--- src/rtl/seg_scan_mux_if.sv ---
// Display-side bundle between the scan driver and its control/decoder neighbours.
// Latency: n/a (wires only).
// Backpressure: none; every signal is a plain level or strobe.
interface seg_scan_mux_if;
  logic        enable;
  logic [15:0] value_in;
  logic [3:0]  dp_in;
  logic        load;
  logic        blank_lz;
  logic [3:0]  nibble;
  logic        dp;
  logic [3:0]  an;
  logic        frame_done;

  modport master (
    output enable, value_in, dp_in, load, blank_lz,
    input  nibble, dp, an, frame_done
  );

  modport slave (
    input  enable, value_in, dp_in, load, blank_lz,
    output nibble, dp, an, frame_done
  );
endinterface

--- src/rtl/seg_scan_mux.sv ---
// 4-digit common-anode scan driver with frame-aligned double buffering, LZ blanking, dead time.
// Latency: outputs are registered, one cycle behind the cnt/idx state they depict.
// Backpressure: none; load is accepted every cycle, last load before a frame end wins.
module seg_scan_mux #(
  parameter int REFRESH_DIV = 100000,
  parameter int DEAD_CYC    = 500
) (
  input  logic          clk,
  input  logic          rst_n,
  seg_scan_mux_if.slave bus
);

  localparam int            CW   = $clog2(REFRESH_DIV);
  localparam logic [CW-1:0] TC   = CW'(REFRESH_DIV - 1);
  localparam logic [CW-1:0] DEAD = CW'(DEAD_CYC);

  typedef enum logic {IDLE, PENDING} st_t;

  st_t           st, st_nxt;
  logic [CW-1:0] cnt;
  logic [1:0]    idx;
  logic [15:0]   disp, shadow;
  logic [3:0]    dpreg, shadow_dp;
  logic          frame_end;
  logic          commit_en;
  logic [3:0]    nib_cur;
  logic [3:0]    blank_vec;
  logic          lit;

  // Last slot of the frame while scanning: the only point a new value may land.
  assign frame_end = bus.enable && (idx == 2'd3) && (cnt == TC);

  // FSM state register.
  always_ff @(posedge clk or negedge rst_n) begin
    if (!rst_n) st <= IDLE;
    else        st <= st_nxt;
  end

  // Next state: frame end always drains the buffer; a load there commits straight through.
  always_comb begin
    st_nxt    = st;
    commit_en = 1'b0;
    if (frame_end) begin
      st_nxt    = IDLE;
      commit_en = bus.load || (st == PENDING);
    end else if (bus.load) begin
      st_nxt = PENDING;
    end
  end

  // Slot counter and digit index; held at digit 0 / cnt 0 while disabled.
  always_ff @(posedge clk or negedge rst_n) begin
    if (!rst_n) begin
      cnt <= '0;
      idx <= 2'd0;
    end else if (!bus.enable) begin
      cnt <= '0;
      idx <= 2'd0;
    end else if (cnt == TC) begin
      cnt <= '0;
      idx <= idx + 2'd1;
    end else begin
      cnt <= cnt + 1'b1;
    end
  end

  // Shadow capture (also while disabled) and frame-aligned commit into the display.
  always_ff @(posedge clk or negedge rst_n) begin
    if (!rst_n) begin
      shadow    <= '0;
      shadow_dp <= '0;
      disp      <= '0;
      dpreg     <= '0;
    end else begin
      if (bus.load) begin
        shadow    <= bus.value_in;
        shadow_dp <= bus.dp_in;
      end
      if (commit_en) begin
        disp  <= bus.load ? bus.value_in : shadow;
        dpreg <= bus.load ? bus.dp_in    : shadow_dp;
      end
    end
  end

  // Current digit, blanking (zero from here upward with no dp), and anode-active decision.
  always_comb begin
    nib_cur      = disp[{idx, 2'b00} +: 4];
    blank_vec    = 4'b0000;
    blank_vec[3] = bus.blank_lz && (disp[15:12] == 4'h0)  && !dpreg[3];
    blank_vec[2] = bus.blank_lz && (disp[15:8]  == 8'h00) && !dpreg[2];
    blank_vec[1] = bus.blank_lz && (disp[15:4]  == 12'h0) && !dpreg[1];
    lit          = bus.enable && (cnt >= DEAD) && !blank_vec[idx];
  end

  // Registered display outputs.
  always_ff @(posedge clk or negedge rst_n) begin
    if (!rst_n) begin
      bus.an         <= 4'b1111;
      bus.nibble     <= 4'h0;
      bus.dp         <= 1'b1;
      bus.frame_done <= 1'b0;
    end else begin
      bus.an         <= lit ? ~(4'b0001 << idx) : 4'b1111;
      bus.dp         <= lit ? ~dpreg[idx] : 1'b1;
      bus.nibble     <= nib_cur;
      bus.frame_done <= frame_end;
    end
  end

endmodule
--- src/flat_wrapper.sv ---
// flat-port wrapper written by rule: the top's interface ports become plain ports
module seg_scan_mux_flat 
#(
  parameter int REFRESH_DIV = 100000,
  parameter int DEAD_CYC    = 500
)
  (clk, rst_n, bus_enable, bus_value_in, bus_dp_in, bus_load, bus_blank_lz, bus_nibble, bus_dp, bus_an, bus_frame_done);
  seg_scan_mux_if bus_i ();
  input  logic clk;
  input  logic rst_n;
  input wire logic [$bits(bus_i.enable)-1:0] bus_enable;
  input wire logic [$bits(bus_i.value_in)-1:0] bus_value_in;
  input wire logic [$bits(bus_i.dp_in)-1:0] bus_dp_in;
  input wire logic [$bits(bus_i.load)-1:0] bus_load;
  input wire logic [$bits(bus_i.blank_lz)-1:0] bus_blank_lz;
  output wire logic [$bits(bus_i.nibble)-1:0] bus_nibble;
  output wire logic [$bits(bus_i.dp)-1:0] bus_dp;
  output wire logic [$bits(bus_i.an)-1:0] bus_an;
  output wire logic [$bits(bus_i.frame_done)-1:0] bus_frame_done;
  assign bus_i.enable = bus_enable;
  assign bus_i.value_in = bus_value_in;
  assign bus_i.dp_in = bus_dp_in;
  assign bus_i.load = bus_load;
  assign bus_i.blank_lz = bus_blank_lz;
  assign bus_nibble = bus_i.nibble;
  assign bus_dp = bus_i.dp;
  assign bus_an = bus_i.an;
  assign bus_frame_done = bus_i.frame_done;
  seg_scan_mux #(.REFRESH_DIV(REFRESH_DIV), .DEAD_CYC(DEAD_CYC)) u_core (.clk(clk), .rst_n(rst_n), .bus(bus_i));
endmodule
--- config.mk ---
export PLATFORM = sky130hd
export DESIGN_NAME = seg_scan_mux_flat
export DESIGN_NICKNAME = d
export VERILOG_FILES = /design/src/rtl/seg_scan_mux_if.sv /design/src/rtl/seg_scan_mux.sv /design/src/flat_wrapper.sv
export SDC_FILE = /design/constraint.sdc
export NUM_CORES = 1
export LEC_CHECK = 0
export BUFFER_PORTS_ARGS = -buffer_cell sky130_fd_sc_hd__buf_2
export CORE_ASPECT_RATIO = 1.2
export CORE_MARGIN = 2
export CORE_UTILIZATION = 58
export DETAILED_ROUTE_END_ITERATION = 10
export PLACE_DENSITY = 0.77
export SYNTH_ARGS = -nofsm -noshare
export SYNTH_HDL_FRONTEND = slang
export SYNTH_SLANG_ARGS = --single-unit
--- constraint.sdc ---
create_clock -name clk -period 2.4 [get_ports clk]
set_input_delay 0.48 -clock clk [delete_from_list [all_inputs] [get_ports clk]]
set_output_delay 0.48 -clock clk [all_outputs]
set_load 0.01 [all_outputs]
=== After elaboration in Yosys (flattened, before gate mapping) ===
Cells that the tools add are included.

* Flip-flop bits (word level): 70

* Add/sub/neg operators: 2
* $lt $le $gt $ge: 2
* Equal/unequal tests: 3
* Shift operators: 2
* Muxes and demuxes: 15
* Bitwise gates (word level): 2
* Reductions and logical operators: 19

{| class="wikitable"
|+ Operator list
! kind !! count
|-
| 2-to-1 mux 17 bit || 2
|-
| adder 17 x 1 -> 17 bit, second input constant || 1
|-
| equality test 17 bit, second input constant || 1
|-
| >= comparator 17 x 9 -> 1 bit, second input constant || 1
|-
| 2-to-1 mux 16 bit || 1
|-
| variable part select 16 x 5 -> 4 bit || 1
|-
| logical NOT 12 bit || 1
|-
| logical AND 1 bit || 10
|-
| logical NOT 8 bit || 1
|-
| 2-to-1 mux 4 bit || 2
|-
| 2-to-1 mux 1 bit || 6
|-
| binary-select mux 1 bit (select 2 bit) || 2
|-
| logical NOT 1 bit || 4
|-
| logical NOT 4 bit || 1
|-
| 2-to-1 mux 2 bit || 2
|-
| inverter 4 bit || 1
|-
| left shift 1 x 2 -> 4 bit, first input constant || 1
|-
| less-than comparator 2 x 3 -> 1 bit, second input constant || 1
|-
| adder 2 x 1 -> 2 bit, second input constant || 1
|-
| equality test 2 bit, second input constant || 1
|-
| inequality test 2 x 1 -> 1 bit, second input constant || 1
|-
| nonzero test 2 bit || 1
|-
| logical OR 1 bit || 1
|-
| inverter 1 bit || 1
|}

=== Depth between registers and ports, before layout ===
Gate-level depths: netlist of run 1.

* Word-level depth: 8
* Depth in mapped cells: 6
* Depth with buffers taken out: 5

=== Worst setup path after synthesis of run 1 ===
Ideal clock, no wire load.

* Path type: register -> register
* From: register u_core.cnt[0]
* To: register u_core.disp[0]
* Data arrival time: 1,904 ps
* Data required time: 2,275 ps
* Path slack: 371 ps
* Cell stages (with the launch flop): 7
* Path buffers: 1
* Cells stage by stage: dfrtp_1 -> ha_1 -> and4_1 -> nand4_4 -> or3_4 -> buf_6 -> mux2_4

* Longest elaborated chain between the ends: 3

{| class="wikitable"
|+ RTL lines
! what !! RTL line !! RTL
|-
| from (decl) || seg_scan_mux.sv:20 || <nowiki>logic [CW-1:0] cnt;</nowiki>
|-
| from (signal assigned) || seg_scan_mux.sv:63 || <nowiki>cnt <= cnt + 1'b1;</nowiki>
|-
| equality test 17 bit || seg_scan_mux.sv:31 || <nowiki>assign frame_end = bus.enable && (idx == 2'd3) && (cnt == TC);</nowiki>
|-
| logical AND 1 bit || seg_scan_mux.sv:31 ||
|-
| 2-to-1 mux 1 bit || seg_scan_mux.sv:43 || <nowiki>if (frame_end) begin</nowiki>
|-
| to (signal assigned) || seg_scan_mux.sv:80 || <nowiki>disp <= bus.load ? bus.value_in : shadow;</nowiki>
|-
| to (decl) || seg_scan_mux.sv:22 || <nowiki>logic [15:0] disp, shadow;</nowiki>
|}

Every way passes these cells.
A chain may end at the register's enable or synchronous reset.

=== Final worst setup path of run 1 ===
* From: register u_core.cnt[0]
* To: register u_core.disp[15]

The elaborated chain is that of the path after synthesis.

==> results.txt, run 1 <==
CTS buffer count: 9
Layout Utilization: 68.47%
Pwr Total: 2.371 mW
DRC violations left: 0
fmax: 443.0 MHz
slowest cell delay on critical path: 0.61 ns
worst setup path start: u_core.cnt[0]
WL per Instance: 15.96 um
Total GRT Usage: 20.38%
root buffer cell: clkbuf_8
Tightest Pin Transition: 0.5337 ns
sequential-to-total area share from yosys stat: 55.95%
CP Max Fanout: 20
fillers: 384
GPL Wtd Cong: 0.7742
post-route ant nets: 0
crit path launch type: flip-flop
drt via density: 5.567
Synth area leader: dfrtp_1
largest cells by area after synthesis: dfrtp_1 52%, mux2_4 9.6%, mux2_2 7.5%, dfstp_2 4.2%, mux4_2 3.6%
Crit Path Category: flip-flop to flip-flop
post-synthesis adder-cell area fraction: 2.389%
multiplexer share of the synthesized area: 20.99%
LEAKAGE: 1.671 nW
H-tree depth: 3
Initial Util: 59.71%
complex-gate fraction of the synthesized area: 1.593%
Net Sw Frac: 21.74%
Antenna diodes: 0
clk_lat worst skew: 0.35 ns
dpl ws: 0.1565 ns
Net Sw Power: 515.6 uW
Sink Count: 70
final period utilization: 94.06%
largest family of logic cells by synthesized area: multiplexers
detailed placement HPWL: 3606 um
Yosys warning count: 0
CP Data Arrival Time: 2.49 ns
syn avg cell area: 13.72 sq um
core footprint: 5261 sq um
Critical Path RT: 2.63 ns
CTS tree: yes
die area: 6024 sq um
Post-synth EDFFs: 0
DP Cell Count: 321
RSZ-0062 raised after global routing: false
share of the synthesized area in the top cell type: 51.77%
IO Port Bufs: 34
layout cells sized above 1: 40.00%
vias in the first global route: 1914
P&R area growth vs syn: 14.66%
CP Cell Sequence: ha_1 > and4_1 > nand4_4 > or3_4 > mux2_4
global route overflow: 0
drt first-iter violations: 94
First-pass DRT Iterations: 4
Final min period: 2.257 ns
Worst path top cell family by delay: simple AND/OR/NAND/NOR gates
IO Count: 35
Synth Register Bits: 70
synth unique cells: 38
Die Y: 84.63 um
run status: finished, final reports clean
P per Cell Area: 658.2 nW/um^2
Layout Skew: 0.009390 ns
PostCTS Resize Cnt: 0
Worst path slowest cell: or3_4
fin worst setup slack: 0.1427 ns
VDD IR-drop max: 0.0003727 V
clock power share: 43.2%
Synth Area in XOR/XNOR: 3.903%
# setup viols final: 0
Buf/Inv on CP: 0
Reg power frac: 51.8%
pin count of the biggest net entering global routing: 71
Mapped Area: 3142 sq um
TNS Setup: 0 ns
initial antenna violation count: 0
Post-CTS Setup Bufs: 0
row cnt: 29
first-pass GRT wire length: 9218 um
Pint: 1.856 mW
clk slew on worst S/H paths: 0.07 ns
Die X-Extent: 71.19 um
Syn Nets: 260
Critical R2R Launch: u_core.cnt[0]
Final Net Count: 301
Final Max Slew Viols: 0
post-synthesis simple-gate area fraction: 12.82%
Longest Clk Path Bufs: 2
Final Hold Fails: 0
Layout Cells excl Fill: 337
Comb power frac: 5.0%
Vias: 1876
max_slew headroom: 64.33%
Tightest Hold Check Type: primary input to async pin
CTS Hold Bufs: 0
commonest register cell after synthesis: dfrtp_1
Async S/R FF share, synth: 100.0%
Gate Count Post-Synth: 229
Worst setup EP type: flip-flop
routed wire length: 5379 um
Max Cap Viol: 0
==> metrics by stage <==
| stage | hold slack, ns | cell area, sq um |
|---|---|---|
| finish | 0.1536 | 3602 |
| global route | 0.1846 | 3602 |
| CTS | 0.1604 | 3602 |
| detailed placement | 0.4870 | 3388 |
| global placement | 0.4655 | 3388 |
| floorplan | 0.1844 | 3142 |
==> worst paths after layout <==
path,endpoint,slack [ns],cells after the start
min reg2reg,u_core.st,0.50,2
min in group clk,u_core.shadow[4],0.38,2
min,u_core.shadow_dp[0],0.15,2
max,u_core.disp[15],0.14,5
max in group asynchronous,u_core.bus.an[1],1.93,2
max reg2reg,u_core.disp[15],0.14,5
==> area by class of cell <==
| type | count | area (sq um) | share of cell area [%] |
|---|---|---|---|
| sequential | 70 | 1758 | 48.80 |
| multi-input combinational | 144 | 1310 | 36.37 |
| inverter | 6 | 22.52 | 0.6252 |
| clock buffer | 10 | 127.6 | 3.543 |
| tap | 62 | 77.57 | 2.154 |
| timing repair buffer | 39 | 220.2 | 6.113 |
| clock inverter | 6 | 86.33 | 2.397 |
==> routing by layer <==
layer | up-vias | track usage [%] | wire (um)
met5 | - | 0 | 0
met1 | 923 | 26.82 | 2429
met4 | 0 | 11.32 | 161
met2 | 41 | 30.72 | 2586
li1 | 898 | - | -
met3 | 14 | 5.282 | 201
==> registers in the layout, indices dropped and copies added, names as in the netlist <==
| name | cells |
|---|---|
| u_core.cnt | 17 |
| u_core.disp | 16 |
| u_core.shadow | 16 |
| u_core.bus.an | 4 |
| u_core.bus.nibble | 4 |
| u_core.dpreg | 4 |
| u_core.shadow_dp | 4 |
| u_core.idx | 2 |
| u_core.bus.dp | 1 |
| u_core.bus.frame_done | 1 |
| u_core.st | 1 |
==> logic make-up (layout without fill, tap and decap cells) <==
family | Yosys count | count (layout)
xor gates and xnor gates | 14 | 14
AOI/OAI and AO/OA | 8 | 8
muxes | 47 | 47
DFF | 70 | 70
adders and majority gates | 6 | 6
buffers and inverters | 15 | 61
and+or+nand+nor | 69 | 69
==> power groups by stage <==
stage                     clock, mW  sequential (mW)  combinational, mW
final                          1.02             1.23              0.119
after global routing           1.09             1.23              0.135
after CTS                      1.04             1.23              0.123
after detailed placement          0             1.25              0.122
after global placement            0             1.25              0.120
after floorplan                   0             1.25             0.0605
==> synth_stat cells (3+ instances only) <==
cell and number:
dfrtp_1 65, mux2_2 21, mux2_4 20, nor2_1 18, xnor2_1 11, nand2_1 10, nand3_1 8, ha_1 6
inv_1 6, nor4_1 6, clkbuf_1 5, dfstp_2 5, mux4_2 5, nand4_1 5, nor3_1 4, and2_1 3
or3_1 3, xor2_1 3
==> placed cells by master, fill, tap and decap left out, types with 2 or more instances in the layout <==
cell type / count
a21oi_1: 2
and2_1: 3
buf_2: 34
buf_4: 4
bufinv_16: 2
clkbuf_8: 9
clkinv_2: 2
dfrtp_1: 65
dfstp_2: 5
ha_1: 6
inv_1: 6
mux2_2: 21
mux2_4: 20
mux4_2: 5
nand2_1: 10
nand3_1: 8
nand4_1: 5
nor2_1: 18
nor3_1: 4
nor4_1: 6
o21ai_0: 2
or3_1: 3
or4_1: 2
xnor2_1: 11
xor2_1: 3
No activity file was read; power rests on OpenSTA's default activity.
==> run 2, diff against run 1 <==
--- a/config.mk
+++ b/config.mk
@@ -8,9 +8,9 @@
 export BUFFER_PORTS_ARGS = -buffer_cell sky130_fd_sc_hd__buf_2
 export CORE_ASPECT_RATIO = 1.2
 export CORE_MARGIN = 2
-export CORE_UTILIZATION = 58
+export CORE_UTILIZATION = 59
 export DETAILED_ROUTE_END_ITERATION = 10
-export PLACE_DENSITY = 0.77
+export PLACE_DENSITY = 0.78
 export SYNTH_ARGS = -nofsm -noshare
 export SYNTH_HDL_FRONTEND = slang
 export SYNTH_SLANG_ARGS = --single-unit
==> constraint.sdc (replaced) <==
create_clock -name clk -period 2.8 [get_ports clk]
set_input_delay 0.56 -clock clk [delete_from_list [all_inputs] [get_ports clk]]
set_output_delay 0.56 -clock clk [all_outputs]
set_load 0.01 [all_outputs]
==> run 2 against run 1 <==
Compared with the run above:
- clock power is 5% lower
- maximum frequency hardly changed
- via count is 1.5% lower
- cell count is 0.89% lower
- critical path type unchanged
- largest power group unchanged
- highest routed layer unchanged
==> results.txt, run 2 (synthesis gave the netlist of run 1 again) <==
H-tree depth: 3 (unchanged)
Final min period: 2.257 ns (-0.0005220 ns)
Die X-Extent: 70.62 um (-0.80%)
post-route ant nets: 0 (unchanged)
die area: 5927 sq um (-1.6%)
Comb power frac: 4.8% (-0.2 points)
R2R depth: 5 (unchanged)
VDD IR-drop max: 0.0003487 V (-6.4%)
core footprint: 5225 sq um (-0.69%)
DP Cell Count: 318 (-0.93%)
Top reg by flops: u_core.cnt
root buffer cell: clkbuf_8
Vias: 1847 (-1.5%)
PostCTS Resize Cnt: 0 (unchanged)
Net Sw Power: 443.4 uW (-14%)
Post-CTS Setup Bufs: 0 (unchanged)
clk slew on worst S/H paths: 0.08 ns (about the same)
initial antenna violation count: 0 (unchanged)
Final Max Slew Viols: 0 (unchanged)
Pwr Total: 2.125 mW (-10%)
CTS tree: yes
IO Port Bufs: 34 (unchanged)
IO Count: 35 (unchanged)
Layout Utilization: 68.94% (+0.48 points)
biggest regs: u_core.cnt (17), u_core.disp (16), u_core.shadow (16)
WL per Instance: 16.59 um (+4.0%)
reg2reg setup slack: 0.54 ns (+0.40 ns)
Reg2Reg Capture Point: u_core.disp[8]
clock power share: 45.6% (+2.4 points)
GPL Wtd Cong: 0.7832 (+1.2%)
LEAKAGE: 1.671 nW (about the same)
fmax: 443.1 MHz (about the same)
worst hold margin: 0.2449 ns (+0.09134 ns)
final period utilization: 80.60% (-13 points)
max_slew headroom: 56.23% (-8.1 points)
worst setup path start: u_core.cnt[0]
P&R area growth vs syn: 14.66% (unchanged)
drt via density: 5.530 (-0.66%)
crit path launch type: flip-flop
first-pass GRT wire length: 9646 um (+4.6%)
layout cells sized above 1: 39.34% (-0.66 points)
Crit Path Category: flip-flop to flip-flop
most frequent cells in the layout: 65 x dfrtp_1, 34 x buf_2, 21 x mux2_2, 20 x mux2_4, 18 x nor2_1
CP Data Arrival Time: 2.48 ns (about the same)
Final Hold Fails: 0 (unchanged)
TNS Setup: 0 ns (unchanged)
Pint: 1.682 mW (-9.4%)
Longest Clk Path Bufs: 2 (unchanged)
Final Net Count: 298 (-1.0%)
Reg power frac: 49.6% (-2.2 points)
clk_lat worst skew: 0.34 ns (about the same)
routed wire length: 5542 um (+3.0%)
CTS buffer count: 9 (unchanged)
Tightest Pin Transition: 0.6566 ns (+0.1229 ns)
drt first-iter violations: 95 (+1.1%)
Die Y: 83.94 um (-0.82%)
dpl ws: 0.5634 ns (+0.4069 ns)
pin count of the biggest net entering global routing: 42 (-41%)
Layout Skew: 0.006062 ns (-0.003328 ns)
most common cell after layout, fill and taps aside: dfrtp_1
RSZ-0062 raised after global routing: false
Max Cap Viol: 0 (unchanged)
DRC violations left: 0 (unchanged)
Antenna diodes: 0 (unchanged)
CTS Hold Bufs: 0 (unchanged)
fillers: 375 (-2.3%)
Design Area, Final: 3602 sq um (unchanged)
Net Sw Frac: 20.86% (-0.88 points)
detailed placement HPWL: 3831 um (+6.2%)
Layout Cells excl Fill: 334 (-0.89%)
P per Cell Area: 590.0 nW/um^2 (-10%)
fin worst setup slack: 0.5432 ns (+0.4005 ns)
Worst setup EP type: flip-flop
run status: finished, final reports clean
placed cell areas: 3366 sq um (-0.66%)
Critical Path RT: 3.03 ns (+0.40 ns)
max FFs per register: 17 (unchanged)
# setup viols final: 0 (unchanged)
Initial Util: 60.13% (+0.41 points)
Total GRT Usage: 21.44% (+1.1 points)
global route overflow: 0 (unchanged)
row cnt: 29 (unchanged)
Sink Count: 70 (unchanged)
First-pass DRT Iterations: 4 (unchanged)
Tightest Hold Check Type: primary input to async pin
Critical R2R Launch: u_core.cnt[0]
vias in the first global route: 2029 (+6.0%)
CP Max Fanout: 20 (unchanged)
## run 2: cell types whose count changed in the layout (fill, tap and decap cells not counted), sizes merged
| cell | change |
|---|---|
| inv | +1 |
| clkinvlp | -1 |
| bufinv | +1 |
| buf | -3 |
| clkinv | -1 |
## run 2: worst max-delay path by stage
stage | end | slack, ns | cells past startpoint
floorplan | u_core.disp[0] | 0.77 | 6
global placement | u_core.disp[3] | 0.65 | 5
detailed placement | u_core.disp[0] | 0.56 | 5
CTS | u_core.disp[6] | 0.54 | 5
global route | u_core.disp[6] | 0.48 | 5
finish | u_core.disp[8] | 0.54 | 5
## run 2: final cells by class
| type | count | area, sq um | area share [%] |
|---|---|---|---|
| Clock buffer | 10 | 127.6 | 3.543 |
| Tap cell | 62 | 77.57 | 2.154 |
| Inverter | 6 | 22.52 | 0.6252 |
| Sequential cell | 70 | 1758 | 48.80 |
| Timing Repair Buffer | 36 | 197.7 | 5.488 |
| Clock inverter | 6 | 108.9 | 3.022 |
| Multi-Input combinational cell | 144 | 1310 | 36.37 |
## run 2: worst max-delay path: stages (launching register included)
cell and delay, ns:
dfrtp_1 0.40, ha_1 0.25, and4_1 0.35, nand4_4 0.17, or3_4 0.61, mux2_4 0.35
## run 2: power by group through the flow
stage / combinational, mW / clock, mW / sequential (mW)
2_1_floorplan: 0.0519 / 0 / 1.07
3_3_place_gp: 0.101 / 0 / 1.07
3_5_place_dp: 0.104 / 0 / 1.07
4_1_cts: 0.105 / 0.989 / 1.05
5_1_grt: 0.116 / 1.03 / 1.06
6_report: 0.102 / 0.969 / 1.05
## run 2: layer usage
metal	GRT usage [%]	vias up	routed length, um
met5	0	-	0
met4	9.949	0	87
met3	6.643	8	209
met2	33.28	34	2732
met1	27.59	913	2514
li1	-	892	-
==> run 3, diff against run 2 <==
--- a/config.mk
+++ b/config.mk
@@ -5,12 +5,13 @@
 export SDC_FILE = /design/constraint.sdc
 export NUM_CORES = 1
 export LEC_CHECK = 0
+export ABC_AREA = 1
 export BUFFER_PORTS_ARGS = -buffer_cell sky130_fd_sc_hd__buf_2
 export CORE_ASPECT_RATIO = 1.2
 export CORE_MARGIN = 2
-export CORE_UTILIZATION = 59
+export CORE_UTILIZATION = 58
 export DETAILED_ROUTE_END_ITERATION = 10
-export PLACE_DENSITY = 0.78
+export PLACE_DENSITY = 0.77
 export SYNTH_ARGS = -nofsm -noshare
 export SYNTH_HDL_FRONTEND = slang
 export SYNTH_SLANG_ARGS = --single-unit
==> constraint.sdc (replaced) <==
create_clock -name clk -period 2.3 [get_ports clk]
set_input_delay 0.46 -clock clk [delete_from_list [all_inputs] [get_ports clk]]
set_output_delay 0.46 -clock clk [all_outputs]
set_load 0.01 [all_outputs]
==> run 3 against run 2 <==
Compared with the run above:
- total power increased by 13%
- synthesized cell count rose by 73%
- register-to-register slack got worse by 0.02 ns
- sequential share of layout area down 1.6 points
- maximum frequency rose by 27%
- sequential cell count unchanged
- critical path type unchanged
- critical endpoint is now u_core.dpreg[2]
==> results.txt, run 3 <==
run status: finished, final reports clean
Critical R2R Launch: u_core.cnt[0]
post-route ant nets: 0 (unchanged)
CP Data Arrival Time: 2.07 ns (-0.41 ns)
top-count cell post-synth: nand2_1
max_slew headroom: 56.83% (+0.61 points)
sequential-to-total area share from yosys stat: 53.18% (-2.8 points)
Layout Cells excl Fill: 501 (+50%)
Post-synth EDFFs: 0 (unchanged)
synth unique cells: 30 (-21%)
largest cells by area after synthesis: dfrtp_1 49%, nand2_1 16%, nor2_1 5.3%, nand4_1 4.4%, dfstp_2 4.0%
LEAKAGE: 1.905 nW (+14%)
PostCTS Resize Cnt: 0 (unchanged)
vias in the first global route: 2542 (+25%)
drt via density: 5.265 (-4.8%)
Layout Utilization: 66.53% (-2.4 points)
Comb power frac: 5.1% (+0.3 points)
commonest register cell after synthesis: dfrtp_1
CTS buffer count: 9 (unchanged)
Yosys warning count: 0 (unchanged)
IO Port Bufs: 34 (unchanged)
first-pass GRT wire length: 11860 um (+23%)
R2R depth: 9 (+4)
syn avg cell area: 8.348 sq um (-39%)
P&R area growth vs syn: 12.57%
Pint: 1.836 mW (+9.1%)
detailed placement HPWL: 4982 um (+30%)
fin worst setup slack: 0.5217 ns (-0.02153 ns)
Sink Count: 70 (unchanged)
Net Sw Frac: 23.26% (+2.4 points)
IO Count: 35 (unchanged)
Reg2Reg Capture Point: u_core.dpreg[2]
Design Area, Final: 3721 sq um (+3.3%)
Mapped Area: 3306 sq um (+5.2%)
TNS Setup: 0 ns (unchanged)
H-tree depth: 3 (unchanged)
drt first-iter violations: 195 (+110%)
root buffer cell: clkbuf_8
clk_lat worst skew: 0.35 ns (about the same)
row cnt: 30 (+3.4%)
Async S/R FF share, synth: 100.0% (unchanged)
Layout Skew: 0.007707 ns (+0.001645 ns)
DRC violations left: 0 (unchanged)
Reg power frac: 53.5% (+3.9 points)
CTS tree: yes
Initial Util: 59.11% (-1.0 points)
Die X-Extent: 72.92 um (+3.3%)
most frequent cells in the layout: 137 x nand2_1, 65 x dfrtp_1, 47 x nor2_1, 34 x buf_2, 26 x inv_1
Post-CTS Setup Bufs: 0 (unchanged)
Critical Path RT: 2.59 ns (-0.44 ns)
Final Hold Fails: 0 (unchanged)
Worst setup EP type: flip-flop
Final min period: 1.778 ns (-0.4785 ns)
dpl ws: 0.5064 ns (-0.05698 ns)
Final Net Count: 463 (+55%)
VDD IR-drop max: 0.0004426 V (+27%)
DP Cell Count: 485 (+53%)
First-pass DRT Iterations: 4 (unchanged)
synth cell count leaders: 137 x nand2_1, 65 x dfrtp_1, 47 x nor2_1
die area: 6322 sq um (+6.7%)
routed wire length: 6845 um (+24%)
pin count of the biggest net entering global routing: 44 (+4.8%)
Synth area leader: dfrtp_1
clk slew on worst S/H paths: 0.08 ns (about the same)
fmax: 562.3 MHz (+27%)
Synth Register Bits: 70 (unchanged)
Gate Count Post-Synth: 396 (+73%)
worst hold margin: 0.1332 ns (-0.1117 ns)
Top reg by flops: u_core.cnt
CP Max Fanout: 22 (+10%)
share of the synthesized area in the top cell type: 49.21% (-2.6 points)
reg2reg setup slack: 0.52 ns (-0.02 ns)
# setup viols final: 0 (unchanged)
Tightest Pin Transition: 0.6475 ns (-0.009079 ns)
WL per Instance: 13.66 um (-18%)
max FFs per register: 17 (unchanged)
initial antenna violation count: 0 (unchanged)
global route overflow: 0 (unchanged)
Syn Nets: 427 (+64%)
biggest regs: u_core.cnt (17), u_core.disp (16), u_core.shadow (16)
Pwr Total: 2.392 mW (+13%)
Max Cap Viol: 0 (unchanged)
Total GRT Usage: 24.39% (+2.9 points)
layout cells sized above 1: 17.16% (-22 points)
Net Sw Power: 556.3 uW (+25%)
CTS Hold Bufs: 0 (unchanged)
Vias: 2638 (+43%)
Tightest Hold Check Type: primary input to async pin
placed cell areas: 3521 sq um (+4.6%)
crit path launch type: flip-flop
Die Y: 86.70 um (+3.3%)
Antenna diodes: 0 (unchanged)
P per Cell Area: 642.8 nW/um^2 (+9.0%)
Crit Path Category: flip-flop to flip-flop
most common cell after layout, fill and taps aside: nand2_1
core footprint: 5593 sq um (+7.0%)
RSZ-0062 raised after global routing: false
final period utilization: 77.32% (-3.3 points)
clock power share: 41.4% (-4.2 points)
Final Max Slew Viols: 0 (unchanged)
GPL Wtd Cong: 0.8708 (+11%)
Longest Clk Path Bufs: 2 (unchanged)
[run 3: cell types whose count changed after synthesis, moves of 6 or more]
cell / previous run / this run
o21ai_0: 2 / 18
nand2_1: 10 / 137
nor2_1: 18 / 47
mux2_4: 20 / 0
inv_1: 6 / 26
nand4_1: 5 / 23
nor4_1: 6 / 0
xnor2_1: 11 / 0
mux2_2: 21 / 0
[run 3: power groups by stage]
stage	Sequential [mW]	Clock (mW)	Combinational, mW
5_1_grt	1.28	1.06	0.144
2_1_floorplan	1.30	0	0.0582
3_5_place_dp	1.30	0	0.125
6_report	1.28	0.991	0.122
4_1_cts	1.28	1.01	0.125
3_3_place_gp	1.30	0	0.123
[run 3: routing by layer]
metal	global-route usage, %	vias up	part of all wire, %
met1	34.18	1222	46
met2	37.19	61	48
met4	12.29	0	2.3
met3	3.256	15	4.0
li1	-	1340	-
met5	0	-	0
[run 3: final cells by class]
| class | count | area (sq um) |
|---|---|---|
| fill | 478 | 1872 |
| sequential | 70 | 1758 |
| clock buffer | 11 | 141.4 |
| inverter | 31 | 116.4 |
| multi-input combinational | 281 | 1346 |
| tap | 64 | 80.08 |
| clock inverter | 5 | 58.81 |
| timing repair buffer | 39 | 220.2 |
[run 3: how the worst max path moves through the flow]
stage / start / end / slack, ns / depth (start not counted)
final: u_core.cnt[0] / u_core.dpreg[2] / 0.52 / 9
after global routing: u_core.cnt[0] / u_core.disp[5] / 0.28 / 9
after CTS: u_core.cnt[0] / u_core.dpreg[2] / 0.50 / 9
after detailed placement: bus_enable / u_core.disp[5] / 0.51 / 5
after global placement: bus_enable / u_core.dpreg[2] / 0.49 / 5
after floorplan: u_core.cnt[0] / u_core.disp[12] / 0.91 / 9
[run 3: logic make-up after synthesis]
logic type,count (synthesis),synth area share (%)
compound gates,29,4.883
xor+xnor,4,1.060
fa+ha+maj,6,2.271
buf+inv,45,6.094
flops,70,53.18
simple gates,242,32.51
[run 3: worst max-delay path, stage by stage (launching register included)]
cell,delay (ns)
dfrtp_1,0.39
ha_1,0.20
nand2_2,0.09
inv_1,0.08
nand2_1,0.06
nor2_1,0.08
nand2_1,0.11
nor2_4,0.40
nand4_1,0.20
nand2_1,0.10
